--- config.mk ---
export PLATFORM = sky130hd
export DESIGN_NAME = mux4_rr_arbiter_flat
export DESIGN_NICKNAME = d
export VERILOG_FILES = /design/src/rtl/mux4_rr_arbiter_pkg.sv /design/src/rtl/mux4_rr_arbiter_if.sv /design/src/rtl/mux4x1.sv /design/src/rtl/mux4_rr_arbiter.sv /design/src/flat_wrapper.sv
export SDC_FILE = /design/constraint.sdc
export NUM_CORES = 1
export LEC_CHECK = 0
export BUFFER_PORTS_ARGS = -buffer_cell sky130_fd_sc_hd__buf_4
export CAP_MARGIN = 20
export CORE_MARGIN = 10
export CORE_UTILIZATION = 50
export DETAILED_ROUTE_END_ITERATION = 8
export GPL_ROUTABILITY_DRIVEN = 0
export GPL_TIMING_DRIVEN = 0
export PLACE_DENSITY = 0.84
export SLEW_MARGIN = 10
export SYNTH_ARGS = -nofsm -noshare
export SYNTH_HDL_FRONTEND = slang
export SYNTH_SLANG_ARGS = --single-unit
--- constraint.sdc ---
create_clock -name clk -period 1.9 [get_ports clk]
set_clock_uncertainty 0.2 [all_clocks]
set_input_delay 0.38 -clock clk [delete_from_list [all_inputs] [get_ports clk]]
set_output_delay 0.38 -clock clk [all_outputs]
set_load 0.05 [all_outputs]
--- src/rtl/mux4_rr_arbiter_pkg.sv ---
// Shared types and helpers for the round-robin controlled 4:1 mux.
package mux_ctrl_pkg;

  localparam int unsigned N_REQ = 4;
  localparam int unsigned SEL_W = 2;

  typedef enum logic [0:0] {IDLE, GRANT} state_t;

  typedef struct packed {
    logic             vld;
    logic [SEL_W-1:0] idx;
  } pick_t;

  // First asserted request scanning from ptr upward, modulo N_REQ.
  function automatic pick_t rr_pick(logic [N_REQ-1:0] req, logic [SEL_W-1:0] ptr);
    pick_t            r;
    logic [SEL_W-1:0] idx;
    r = '0;
    for (int unsigned k = 0; k < N_REQ; k++) begin
      idx = ptr + SEL_W'(k);
      if (!r.vld && req[idx]) begin
        r.vld = 1'b1;
        r.idx = idx;
      end
    end
    return r;
  endfunction

endpackage

--- src/rtl/mux4_rr_arbiter_if.sv ---
// Request/data/grant bundle between the requesters and the arbitrated mux.
interface mux4_rr_arbiter_if;
  import mux_ctrl_pkg::*;

  logic [N_REQ-1:0] req;
  logic [N_REQ-1:0] in;
  logic [N_REQ-1:0] gnt;
  logic [SEL_W-1:0] s;
  logic             y;
  logic             y_vld;

  modport master (output req, in, input gnt, s, y, y_vld);
  modport slave  (input req, in, output gnt, s, y, y_vld);
endinterface

--- src/rtl/mux4x1.sv ---
// Plain 4:1 single-bit multiplexer.
module mux4x1
  import mux_ctrl_pkg::*;
(
  output logic             y,
  input  logic [N_REQ-1:0] in,
  input  logic [SEL_W-1:0] s
);
  assign y = in[s];
endmodule

--- src/rtl/mux4_rr_arbiter.sv ---
// Round-robin arbiter with per-grant hold limit driving the select of a mux4x1.
module mux4_rr_arbiter
  import mux_ctrl_pkg::*;
#(
  parameter int unsigned HOLD_CYCLES = 4
) (
  input logic                clk,
  input logic                rst_n,
  mux4_rr_arbiter_if.slave   bus
);

  localparam int unsigned CNT_W    = 8;
  localparam logic [CNT_W-1:0] HOLD_MAX = CNT_W'(HOLD_CYCLES);

  state_t           state, state_n;
  logic [SEL_W-1:0] ptr, ptr_n;
  logic [CNT_W-1:0] cnt, cnt_n;
  logic [N_REQ-1:0] gnt, gnt_n;
  logic [SEL_W-1:0] s, s_n;
  logic             y_vld, y_vld_n;
  logic [N_REQ-1:0] req, in;
  logic             y;
  logic             done;
  pick_t            pick;

  assign req       = bus.req;
  assign in        = bus.in;
  assign bus.gnt   = gnt;
  assign bus.s     = s;
  assign bus.y_vld = y_vld;
  assign bus.y     = y;

  // State, pointer, counter and registered outputs.
  always_ff @(posedge clk or negedge rst_n) begin
    if (!rst_n) begin
      state <= IDLE;
      ptr   <= '0;
      cnt   <= '0;
      gnt   <= '0;
      s     <= '0;
      y_vld <= 1'b0;
    end else begin
      state <= state_n;
      ptr   <= ptr_n;
      cnt   <= cnt_n;
      gnt   <= gnt_n;
      s     <= s_n;
      y_vld <= y_vld_n;
    end
  end

  // Next state: arbitrate from idle, or release the owner (drop/expiry) and re-arbitrate.
  always_comb begin
    state_n = state;
    ptr_n   = ptr;
    cnt_n   = cnt;
    pick    = '0;
    done    = 1'b0;
    case (state)
      IDLE: begin
        pick = rr_pick(req, ptr);
        if (pick.vld) begin
          state_n = GRANT;
          cnt_n   = CNT_W'(1);
        end
      end
      GRANT: begin
        done = !req[s] || (cnt == HOLD_MAX);
        if (done) begin
          ptr_n = s + SEL_W'(1);
          pick  = rr_pick(req, ptr_n);
          if (pick.vld) begin
            cnt_n = CNT_W'(1);
          end else begin
            state_n = IDLE;
          end
        end else if (cnt < HOLD_MAX) begin
          cnt_n = cnt + CNT_W'(1);
        end
      end
      default: state_n = IDLE;
    endcase
  end

  // Output decode; select keeps its last value while idle.
  always_comb begin
    gnt_n   = gnt;
    s_n     = s;
    y_vld_n = y_vld;
    if (state_n == IDLE) begin
      gnt_n   = '0;
      y_vld_n = 1'b0;
    end else if (pick.vld) begin
      gnt_n   = N_REQ'(1) << pick.idx;
      s_n     = pick.idx;
      y_vld_n = 1'b1;
    end
  end

  mux4x1 u_mux (
    .y  (y),
    .in (in),
    .s  (s)
  );

endmodule

--- src/flat_wrapper.sv ---
// flat-port wrapper written by rule: the top's interface ports become plain ports
module mux4_rr_arbiter_flat import mux_ctrl_pkg::*;
#(
  parameter int unsigned HOLD_CYCLES = 4
)
  (clk, rst_n, bus_req, bus_in, bus_gnt, bus_s, bus_y, bus_y_vld);
  mux4_rr_arbiter_if bus_i ();
  input logic clk;
  input logic rst_n;
  input wire logic [$bits(bus_i.req)-1:0] bus_req;
  input wire logic [$bits(bus_i.in)-1:0] bus_in;
  output wire logic [$bits(bus_i.gnt)-1:0] bus_gnt;
  output wire logic [$bits(bus_i.s)-1:0] bus_s;
  output wire logic [$bits(bus_i.y)-1:0] bus_y;
  output wire logic [$bits(bus_i.y_vld)-1:0] bus_y_vld;
  assign bus_i.req = bus_req;
  assign bus_i.in = bus_in;
  assign bus_gnt = bus_i.gnt;
  assign bus_s = bus_i.s;
  assign bus_y = bus_i.y;
  assign bus_y_vld = bus_i.y_vld;
  mux4_rr_arbiter #(.HOLD_CYCLES(HOLD_CYCLES)) u_core (.clk(clk), .rst_n(rst_n), .bus(bus_i));
endmodule
==> flow_metrics.tcl <==
set metrics [dict create \
    status "finished, violations left" \
    violations "setup timing" \
    synth-simple-area-share 0.234 \
    coreArea_sq_mm 0.00221 \
    drt_iter0_markers 41 \
    p_seq_frac 0.261 \
    max_cap_viol_count 0 \
    critPathRequiredTime_ns 1.89 \
    synth.most_common_cell "dfrtp_1" \
    power.net_switching_mw 1.10 \
    synth_top_family_by_area "simple AND/OR/NAND/NOR gates" \
    synth_cells 129 \
    route.detailed.drc 0 \
    synth_edf_count 0 \
    crit_end "u_core.cnt[6]" \
    crit_path_start_kind "input pin" \
    yosysWarnings 0 \
    setup_viol 7 \
    synth_nets 141 \
    clk_pin_slew_worst_paths_ns 0.11 \
    nNetsFinal 173 \
    grt_pass1_wl_um 4880 \
    cts-buffers-inserted 3 \
    die_x_um 68.0 \
    vias_per_cell 6.24 \
    power_frac_clock 0.100 \
    tightest_slew_ns 0.473 \
    fp.dieArea_sq_mm 0.00462 \
    power_density_mw_per_mm2 1530 \
    finalHoldWorstSlack_ns 0.267 \
    regToRegEndpoint "u_core.cnt[6]" \
    htreeDepth 1 \
    slew_violations 0 \
    synthAdderAreaFrac 0.0217 \
    syn_area_per_cell_sq_um 8.92 \
    initial_utilization 0.520 \
    clk_path_buf_depth 2 \
    min_period_ns 1.98 \
    synth_mux_area_frac 0.0609 \
    yosys.area.top_type "dfrtp_1" \
    rrSetupSlack_ns -0.07 \
    min_path_type "in2async" \
    io_buffers 16 \
    vias 1173 \
    fin_crit_sh 1.04 \
    placed_area_sq_mm 0.00135 \
    critPathArrivalTime_ns 1.97 \
    synth_area_sq_mm 0.00115 \
    p_leak_nw 0.702 \
    critical_path.max_fanout 9 \
    synth.top_cell.area_share 0.391 \
    fin_setup_tns_ns -0.344 \
    rr_startpoint "u_core.ptr[0]" \
    synth-xor-area-share 0.00761 \
    grt_pass1_vias 1086 \
    async_reset_ff_frac 1.00 \
    area_growth_pct 34.3 \
    ys_top_cells_by_area "dfrtp_1 (39%), a21oi_1 (4.8%), nor2_1 (3.9%)" \
    diodes 0 \
    clk_latency_ns 0.30 \
    ioPinCount 18 \
    max-vdd-ir-drop_mv 1.18 \
    rr_worst_depth 5 \
    slew_headroom 0.685 \
    die_h_um 68.0 \
    p_int_mw 1.26 \
    drt_wl_total_um 3200 \
    grt_max_degree 19 \
    synth_compound_area_frac 0.220 \
    setup_ws_ns -0.0808 \
    hold_viol_final 0 \
    synth_cell_types 42 \
    wl_per_cell_um 17.0 \
    synthTopCellsByCount "dfrtp_1 (18), nor2_1 (12), a21oi_1 (11)" \
    ys.flop_type "dfrtp_1" \
    startpoint "bus_req[2]" \
    antenna_found_initial 0 \
    critPathCaptureType "register" \
    hpwl_um 2040 \
    clock-root-buffer "clkbuf_4" \
    numClockSinks 18 \
    drive_gt1_frac 0.388 \
    grt_setup_unrepaired "yes" \
    cts_tree "yes" \
    p_comb_frac 0.639 \
    ant_nets 0 \
    num_rows 17 \
    path_class "in2reg" \
    drtPass1Iterations 4 \
    timing.fmax_ghz 0.505 \
    gr-total-overflow 0 \
    track_usage 0.135 \
    swShare 0.465 \
    synth_seq_area_share 0.391 \
    fin_area_sq_mm 0.00155 \
    ys_ff_latch 18 \
]
[state kept, by name (all words and copies together), names as in the netlist]
register and flops:
u_core.bus.gnt 4, u_core.bus.y_vld 1, u_core.ptr 2, u_core.cnt 8
u_core.bus.s 2, u_core.state 1
[routing by layer]
metal  GRT usage  vias to the layer above  wire length [um]
met4      0.0603                        0                64
met1       0.166                      561              1340
met3      0.0408                        8               288
li1            -                      537                 -
met5           0                        -                 0
met2       0.214                       67              1510
[stage by stage]
step                setup slack (ns)  power, mW  instances  utilization
finish                       -0.0808       2.36        188        0.699
global route                  -0.134       2.51        188        0.699
CTS                          -0.0578       2.22        184        0.669
detailed placement            -0.393       1.83        173        0.610
global placement              -0.333       1.80        173        0.610
floorplan                    -0.0861       1.53        129            -
[timing repair]
item / in CTS / in global routing
pin swaps: 10 / 2
setup buffers: 6 / 4
endpoints found under the setup margin: 14 / 15
resized for setup: 14 / 20
hold buffers: 1 / 0
endpoints found under the hold margin: 18 / 0
cloned: 1 / 1
[worst min path at each step]
stage,end,startpoint,depth (start not counted),slack (ns)
6_report,u_core.ptr[0],rst_n,2,0.27
5_1_grt,u_core.state,bus_req[3],4,0.29
4_1_cts,u_core.ptr[0],rst_n,2,0.28
3_5_place_dp,u_core.cnt[5],rst_n,1,0.06
3_3_place_gp,u_core.cnt[6],rst_n,1,0.06
2_1_floorplan,u_core.bus.gnt[0],rst_n,0,-0.12
[logic make-up after synthesis]
family	after synthesis
AND/OR/NAND/NOR	49
AO/OA/AOI/OAI	38
flip-flops	18
buffers and inverters	17
multiplexers	4
adder cells (fa/ha/maj)	2
XOR/XNOR	1
[layout make-up]
cell class	count	area, sq um
multi-input cells	95	709
fillers	152	666
flip-flops and latches	18	453
repair buffers	28	221
plain buffers	7	61.3
clock buffers	4	36.3
well taps	28	35.0
inverters	8	30.0
[critical path, cell delays in order]
cell	delay [ns]
buf_4	0.15
or2_4	0.28
or4_1	0.50
a311o_1	0.37
a31oi_1	0.22
nor2_1	0.07
[layout by cell type (no fill, tap or decap), types with 3 or more instances in the layout]
cell type	instances
and3_1	3
dfrtp_1	16
nand2_1	10
nand3_1	3
a31oi_1	6
buf_4	24
inv_1	6
nor2_1	11
buf_6	4
a21oi_1	9
o21ai_1	5
clkbuf_4	3
nand2b_1	3
nor2b_1	4
a21oi_2	3
[power by group through the flow]
stage	Combinational [mW]	Clock [mW]	Sequential (mW)
2_1_floorplan	0.737	0	0.792
3_3_place_gp	1.22	0	0.581
3_5_place_dp	1.25	0	0.585
4_1_cts	1.40	0.234	0.584
5_1_grt	1.62	0.264	0.631
6_report	1.51	0.237	0.616
No activity file was read; power rests on OpenSTA's default activity.
